## src/rtl/setup_pkg.sv

```systemverilog
// Shared definitions for the serial frame receiver: frame-state encoding and default width.
package setup_pkg;

    localparam int unsigned DEFAULT_WIDTH = 8;
    localparam int unsigned STATE_W       = 2;

    localparam logic [STATE_W-1:0] ST_IDLE = 2'd0;
    localparam logic [STATE_W-1:0] ST_DATA = 2'd1;
    localparam logic [STATE_W-1:0] ST_PAR  = 2'd2;

endpackage

```

## src/rtl/setup_shift_core.sv

```systemverilog
// Serial-to-parallel datapath: working shift register with selectable bit order
// and a running even-parity accumulator over the shifted bits.
module setup_shift_core
    import setup_pkg::*;
#(
    parameter int unsigned WIDTH     = DEFAULT_WIDTH,
    parameter bit          MSB_FIRST = 1'b0
) (
    input  logic             clk_in,
    input  logic             rst_in,
    input  logic             clear,
    input  logic             shift,
    input  logic             start,
    input  logic             bit_in,
    output logic [WIDTH-1:0] word,
    output logic [WIDTH-1:0] next_word_c,
    output logic             parity
);

    logic [WIDTH-1:0] base_c;

    // A frame start discards whatever the previous frame left behind.
    always_comb begin
        base_c = start ? '0 : word;
        if (MSB_FIRST) begin
            next_word_c = {base_c[WIDTH-2:0], bit_in};
        end else begin
            next_word_c = {bit_in, base_c[WIDTH-1:1]};
        end
    end

    always_ff @(posedge clk_in) begin
        if (rst_in || clear) begin
            word   <= '0;
            parity <= 1'b0;
        end else if (shift) begin
            word   <= next_word_c;
            parity <= (start ? 1'b0 : parity) ^ bit_in;
        end
    end

endmodule

```

## src/rtl/setup_frame_reg.sv

```systemverilog
// Serial frame receiver: frame FSM, bit counter and commit of completed frames
// into a shadow register, with optional trailing even-parity check.
module setup_frame_reg
    import setup_pkg::*;
#(
    parameter int unsigned WIDTH     = DEFAULT_WIDTH,
    parameter bit          MSB_FIRST = 1'b0,
    parameter bit          PARITY_EN = 1'b0
) (
    input  logic                       clk_in,
    input  logic                       rst_in,
    input  logic                       en_in,
    input  logic                       serial_in,
    input  logic                       abort_in,
    output logic [WIDTH-1:0]           parallel_out,
    output logic                       valid_out,
    output logic                       parity_err_out,
    output logic                       busy_out,
    output logic [$clog2(WIDTH+1)-1:0] bit_cnt_out
);

    localparam int unsigned CNT_W = $clog2(WIDTH + 1);

    logic [STATE_W-1:0] state;
    logic [STATE_W-1:0] state_next;
    logic [CNT_W-1:0]   bit_cnt;
    logic [CNT_W-1:0]   cnt_next;
    logic               shift_c;
    logic               start_c;
    logic               clear_c;
    logic               commit_c;
    logic               err_c;
    logic [WIDTH-1:0]   commit_word_c;
    logic [WIDTH-1:0]   word;
    logic [WIDTH-1:0]   next_word_c;
    logic               parity;

    setup_shift_core #(
        .WIDTH     (WIDTH),
        .MSB_FIRST (MSB_FIRST)
    ) u_core (
        .clk_in      (clk_in),
        .rst_in      (rst_in),
        .clear       (clear_c),
        .shift       (shift_c),
        .start       (start_c),
        .bit_in      (serial_in),
        .word        (word),
        .next_word_c (next_word_c),
        .parity      (parity)
    );

    // Next-state, counter and commit decisions; abort wins over a valid bit.
    always_comb begin
        state_next    = state;
        cnt_next      = bit_cnt;
        shift_c       = 1'b0;
        start_c       = 1'b0;
        clear_c       = 1'b0;
        commit_c      = 1'b0;
        err_c         = 1'b0;
        commit_word_c = word;
        if (abort_in) begin
            state_next = ST_IDLE;
            cnt_next   = '0;
            clear_c    = 1'b1;
        end else if (en_in) begin
            case (state)
                ST_IDLE: begin
                    shift_c    = 1'b1;
                    start_c    = 1'b1;
                    cnt_next   = CNT_W'(1);
                    state_next = ST_DATA;
                end
                ST_DATA: begin
                    shift_c = 1'b1;
                    if (bit_cnt == CNT_W'(WIDTH - 1)) begin
                        cnt_next = '0;
                        if (PARITY_EN) begin
                            state_next = ST_PAR;
                        end else begin
                            // Final bit is still in flight, so commit the shifter's next value.
                            commit_c      = 1'b1;
                            commit_word_c = next_word_c;
                            state_next    = ST_IDLE;
                        end
                    end else begin
                        cnt_next = bit_cnt + CNT_W'(1);
                    end
                end
                ST_PAR: begin
                    state_next = ST_IDLE;
                    if (parity ^ serial_in) begin
                        err_c = 1'b1;
                    end else begin
                        commit_c = 1'b1;
                    end
                end
                default: begin
                    state_next = ST_IDLE;
                    cnt_next   = '0;
                end
            endcase
        end
    end

    always_ff @(posedge clk_in) begin
        if (rst_in) begin
            state          <= ST_IDLE;
            bit_cnt        <= '0;
            parallel_out   <= '0;
            valid_out      <= 1'b0;
            parity_err_out <= 1'b0;
            busy_out       <= 1'b0;
        end else begin
            state          <= state_next;
            bit_cnt        <= cnt_next;
            valid_out      <= commit_c;
            parity_err_out <= err_c;
            busy_out       <= (state_next != ST_IDLE);
            if (commit_c) begin
                parallel_out <= commit_word_c;
            end
        end
    end

    assign bit_cnt_out = bit_cnt;

endmodule

```

## config.mk

```make
export PLATFORM = sky130hd
export DESIGN_NAME = setup_frame_reg
export DESIGN_NICKNAME = d
export VERILOG_FILES = /design/src/rtl/setup_pkg.sv /design/src/rtl/setup_shift_core.sv /design/src/rtl/setup_frame_reg.sv
export SDC_FILE = /design/constraint.sdc
export NUM_CORES = 1
export LEC_CHECK = 0
export BUFFER_PORTS_ARGS = -buffer_cell sky130_fd_sc_hd__buf_2
export CORE_MARGIN = 4
export CORE_UTILIZATION = 35
export CTS_CLUSTER_DIAMETER = 60
export DETAILED_ROUTE_END_ITERATION = 6
export GPL_TIMING_DRIVEN = 1
export HOLD_SLACK_MARGIN = 0.05
export SETUP_SLACK_MARGIN = 0.4
export SLEW_MARGIN = 5
export SYNTH_ARGS = -nofsm -noshare
export SYNTH_HDL_FRONTEND = slang
export SYNTH_SLANG_ARGS = --single-unit
```

## constraint.sdc

```tcl
create_clock -name clk_in -period 1.85 [get_ports clk_in]
set_clock_uncertainty 0.2 [all_clocks]
set_input_delay 0.2775 -clock clk_in [delete_from_list [all_inputs] [get_ports clk_in]]
set_output_delay 0.2775 -clock clk_in [all_outputs]
set_load 0.02 [all_outputs]
```

== Word-level counts from Yosys, hierarchy flattened ==
Index checks and enable logic that the tools add are counted.

* Register bits: 26
* Bits in latches: 0
* Memory bits (writable): 0
* ROM bits: 0
* Output and inout port bits: 15
* Word-level logic and storage cells: 48
* Memories kept: 0

* Add/sub/neg operators: 1
* Multipliers: 0
* Div/mod/pow operators: 0
* Order comparisons: 0
* Equality and inequality tests: 3
* Shift operators: 0
* Muxes and demuxes: 25
* Bitwise operators: 4
* Reductions and logical operators: 7

{| class="wikitable"
|+ Operators with widths
! operator !! count
|-
| 2-to-1 mux 8 bit || 5
|-
| 2-to-1 mux 1 bit || 13
|-
| case mux 4 bit (3 select lines) || 1
|-
| 2-to-1 mux 2 bit || 3
|-
| adder 4 x 1 -> 4 bit (second input constant) || 1
|-
| == test 4 x 3 -> 1 bit (second input constant) || 1
|-
| 2-to-1 mux 4 bit || 1
|-
| case mux 2 bit (2 select lines) || 1
|-
| OR reduction 2 bit || 2
|-
| OR reduction 4 bit || 1
|-
| == test 2 x 1 -> 1 bit (second input constant) || 1
|-
| == test 2 bit (second input constant) || 1
|-
| zero test 2 bit || 1
|-
| inverter 1 bit || 2
|-
| case mux 1 bit (2 select lines) || 1
|-
| AND reduction 2 bit || 1
|-
| nonzero test 2 bit || 1
|-
| bitwise XOR 1 bit || 2
|-
| logical OR 1 bit || 1
|}

== Logic depth before layout (Yosys ltp) ==
* Depth in word-level cells: 9
* Mapped depth: 8

== Modules after synthesis ==
From an unflattened synthesis, not the netlist that was laid out.

* Cells, all modules: 141
* Area, all modules: 1310.0 sq um

{| class="wikitable"
|+ By module, submodules not included
! module !! instances !! cells each !! area each (sq um) !! seq. area each (sq um)
|-
| setup_frame_reg || 1 || 92 || 867.1 || 340.3
|-
| setup_shift_core || 1 || 49 || 442.9 || 180.2
|}

== Least setup slack after synthesis ==
Ideal clock, no wire load.

* Kind: register -> register
* Start point: register bit_cnt[1], in the netlist bit_cnt_out[1]
* End point: register parallel_out[0]
* Data arrival time: 1.506 ns
* Setup slack: 0.053 ns
* Stages on the path, launching flop included: 7
* Path buffers: 1
* Clock period less this slack: 1.797 ns
* Cell sequence: dfxtp_1 > ha_1 > nand4b_4 > a2bb2o_4 > buf_6 > nor2_1 > a311oi_1

* Longest elaborated chain between the ends: 5
* Elaborated cells on any way between the ends: 9
* Those cells by class: eq/ne (1); mux (8)

{| class="wikitable"
|+ RTL lines
! what !! line !! text
|-
| start, declared || setup_frame_reg.sv:26 || <nowiki>logic [CNT_W-1:0] bit_cnt;</nowiki>
|-
| start signal, assigned || setup_frame_reg.sv:117 || <nowiki>bit_cnt <= cnt_next;</nowiki>
|-
| == test 4 x 3 -> 1 bit (*) || setup_frame_reg.sv:77 || <nowiki>if (bit_cnt == CNT_W'(WIDTH - 1)) begin</nowiki>
|-
| 2-to-1 mux 1 bit or 2-to-1 mux 8 bit (tied branches) || setup_frame_reg.sv:77 ||
|-
| case mux 1 bit (2 select lines) or 2-to-1 mux 8 bit (tied branches) || setup_frame_reg.sv:68 || <nowiki>case (state)</nowiki>
|-
| 2-to-1 mux 1 bit or 2-to-1 mux 8 bit (tied branches) || setup_frame_reg.sv:67 || <nowiki>end else if (en_in) begin</nowiki>
|-
| 2-to-1 mux 1 bit or 2-to-1 mux 8 bit (tied branches) || setup_frame_reg.sv:63 || <nowiki>if (abort_in) begin</nowiki>
|-
| end signal, assigned || setup_frame_reg.sv:122 || <nowiki>parallel_out <= commit_word_c;</nowiki>
|-
| end, declared || setup_frame_reg.sv:15 || <nowiki>output logic [WIDTH-1:0] parallel_out,</nowiki>
|}

Every way passes the cells marked *; elsewhere a longest branch is shown, timed or not.
A chain may end at the register's enable or synchronous reset.

== Worst setup path after layout ==
* Start point: register state[0]
* End point: register parallel_out[7]

* Longest elaborated chain between the ends: 4
* Elaborated cells on any way between the ends: 8
* Those cells by class: eq/ne (2); mux (6)

{| class="wikitable"
|+ RTL lines
! what !! line !! text
|-
| start, declared || setup_frame_reg.sv:24 || <nowiki>logic [STATE_W-1:0] state;</nowiki>
|-
| start signal, assigned || setup_frame_reg.sv:116 || <nowiki>state <= state_next;</nowiki>
|-
| == test 2 bit or == test 2 x 1 -> 1 bit (tied branches) || setup_frame_reg.sv:68 ||
|-
| case mux 1 bit (2 select lines) or 2-to-1 mux 8 bit (tied branches) || setup_frame_reg.sv:68 ||
|-
| 2-to-1 mux 1 bit or 2-to-1 mux 8 bit (tied branches) || setup_frame_reg.sv:67 ||
|-
| 2-to-1 mux 1 bit or 2-to-1 mux 8 bit (tied branches) || setup_frame_reg.sv:63 ||
|}

Several ways; a longest one is shown, not always the timed one.

==> flow_summary.ini <==
[cells_and_area]
nFillCells = 313
final_nets = 176
fin_util_pct = 47.8
final_cell_mix = 20 x dfxtp_1, 19 x nor2_1, 19 x buf_2
final_common_cell = dfxtp_1
drive_gt1_share_pct = 33.1
postLayoutCellArea_um2 = 1620
antennaDiodeCount = 0
area_delta_synth_final_pct = 30.3

[critical_path]
worstPathMaxFanout = 11
worstPathCellList = inv_2 -> ha_4 -> and4b_1 -> a2bb2o_4 -> nor2_1 -> a311oi_1
crit_start = state[0]
cp.arrival_ps = 1720
r2r_slack_ps = 180
start_kind = flip-flop
timing.rr.end = parallel_out[7]
end_kind = flip-flop
cpMaxStageDelayCell = dfxtp_4
max_stage_delay_ps = 400
crit_type = flip-flop to flip-flop
timing.rr.start = state[0]
rr_worst_depth = 6
worstPathRequired_ps = 1900

[die]
initial_core_util_pct = 36.7
die-height_um = 67.6
die_width_um = 67.6
core_um2 = 3390
core.rowCount = 21
dieArea_um2 = 4570
ioPinCount = 20

[global_routing]
grt_pass1_vias = 964
grt_pass1_wl_mm = 4.46
grt_max_degree = 16
grt_usage_pct = 12.9
antenna_found_initial = 0
overflow = 0

[route]
drt_iter0_drc = 25
vias = 1043
drcViolationCount = 0
drt_wl_total_mm = 2.61
avgViaCountPerCell = 4.92
post_drt_wl_per_cell_um = 12.3
drt_pass1_iterations = 6
ant_nets = 0

[synthesis]
yosysWarnings = 0
synthArstFlopShare_pct = 0
postSynthAreaPerCell_um2 = 9.00
syn-num-nets = 147
synth-edff-count = 0
synth_area_um2 = 1240
synth_top_area_share_pct = 41.9
ys_seq_area_share_pct = 41.9
synth_top_cell_by_area = dfxtp_1
syn_inst = 138
synthFlopType = dfxtp_1
ys_ff_latch = 26
synth_area_leaders = dfxtp_1 42%, nand3b_1 6.0%, nor2_1 5.7%
yosysUniqueCellTypes = 35

[timing]
tightest_slew_ps = 300
fin_crit_sh_pct = 90.5
setup_viol = 0
max_freq_ghz = 0.597
final_hold_viol_count = 0
maxSlewViolCount = 0
grt_setup_unrepaired = yes
finalSetupTns_ps = 0
fin_crit_ps = 1670
slew_headroom_pct = 79.8
hold-worst-slack_ps = 99.3

[power_and_ir_drop]
switching_share_pct = 22.4
comb_power_share_pct = 8.7
clkPwrFrac_pct = 34.0
pwr-share-seq_pct = 57.3
p_int_uw = 766
ir_worst_vdd_mv = 0.230
p_leak_uw = 0.000694
powerDensity_nw_per_um2 = 609
p_switching_uw = 221

[job]
maxCapViolCount = 0

[cts]
cts_root_buffer = clkbuf_4
cts_buffers = 3
htreeDepth = 1
clk_latency_ps = 320
ctsLongestPathBuffers = 2
clkSlewWorstSetupHoldPaths_ps = 140
clock-sinks = 26
tritoncts = built

[min_path]
hold_path_end = state[0]
hp-start = en_in
hold_class = input pin to flip-flop
min_path_cells = 3

[placement]
place_congestion = 0.819
postPlaceCellArea_um2 = 1420
port-buffer-count = 19
hpwlAfterDp_mm = 1.80

[run_status]
outcome = finished clean
[power groups by stage]
stage | Clock [µW] | Sequential (µW) | Combinational (µW)
2_1_floorplan | 0 | 583 | 48.0
3_3_place_gp | 0 | 580 | 65.4
3_5_place_dp | 0 | 581 | 66.0
4_1_cts | 348 | 568 | 79.4
5_1_grt | 372 | 567 | 93.6
6_report | 335 | 565 | 86.0
[routing by layer]
layer	routed length, µm	global-route usage [%]	share of wire [%]
met1	1260	16.8	48
met2	1170	19.3	45
met3	127	2.66	4.9
met4	50	7.59	1.9
met5	0	0	0
[sequential cells by signal, indices dropped and copies added, names as in the netlist]
name and flops:
bit_cnt_out 4, u_core.word 8, valid_out 1, u_core.parity 1, state 2, busy_out 1, parallel_out 8, parity_err_out 1
[how the worst max path moves through the flow]
stage | cells past startpoint | to | slack, ps
6_report | 6 | parallel_out[7] | 180
5_1_grt | 7 | u_core.word[1] | 100
4_1_cts | 6 | parallel_out[7] | 180
3_5_place_dp | 6 | parallel_out[2] | 140
3_3_place_gp | 6 | parallel_out[6] | 160
2_1_floorplan | 8 | parallel_out[0] | 220
[critical path, delay by kind of cell, from the launching register on]
family / cells / cell delay (ps)
DFF: 1 / 400
and+or+nand+nor: 2 / 240
AOI/OAI and AO/OA: 2 / 410
adders and majority gates: 1 / 270
buffers and inverters: 1 / 70
[synthesized netlist by cell type (2+ instances only)]
library cell / count
inv_1: 4
a21oi_1: 7
clkbuf_1: 4
nand3_1: 3
o21ai_0: 9
nand3b_1: 10
dfxtp_1: 26
nor3_1: 2
a311oi_1: 8
ha_1: 4
mux2i_1: 7
nor2_1: 19
a211oi_1: 2
nand2_1: 10
nor2b_1: 2
a31oi_1: 2
[cells by family (layout without fill, tap and decap cells)]
kind of cell | count (synthesis) | after routing | synth area share [%]
AO/OA/AOI/OAI | 31 | 31 | 17.3
XOR/XNOR | 1 | 1 | 0.705
adder cells (fa/ha/maj) | 4 | 4 | 4.03
buffers and inverters | 13 | 41 | 5.03
flip-flops | 26 | 26 | 41.9
multiplexers | 7 | 7 | 5.64
AND/OR/NAND/NOR | 56 | 56 | 25.4
[layout make-up]
cell class	instances	area, µm²	share of cell area [%]
clock buffers	4	47.5	2.94
inverters	4	17.5	1.08
multi-input cells	99	739	45.7
flip-flops and latches	26	536	33.1
well taps	46	57.6	3.55
repair buffers	33	221	13.7
[what timing repair did]
item                                   in CTS  in global routing
gates cloned                                0                  0
setup endpoints to repair                  23                 27
gates resized for setup                     6                  9
hold buffers                                4                  0
setup buffers                               6                  3
pin swaps                                  13                  7
endpoints found under the hold margin       6                  0
[through the flow]
stage / instances / total power [µW] / setup slack [ps]
CTS: 209 / 995 / 183
floorplan: 138 / 631 / 219
global route: 212 / 1030 / 99.6
global placement: 195 / 646 / 162
detailed placement: 195 / 647 / 142
finish: 212 / 987 / 176
Note: power is estimated with default switching activity, not from simulation.
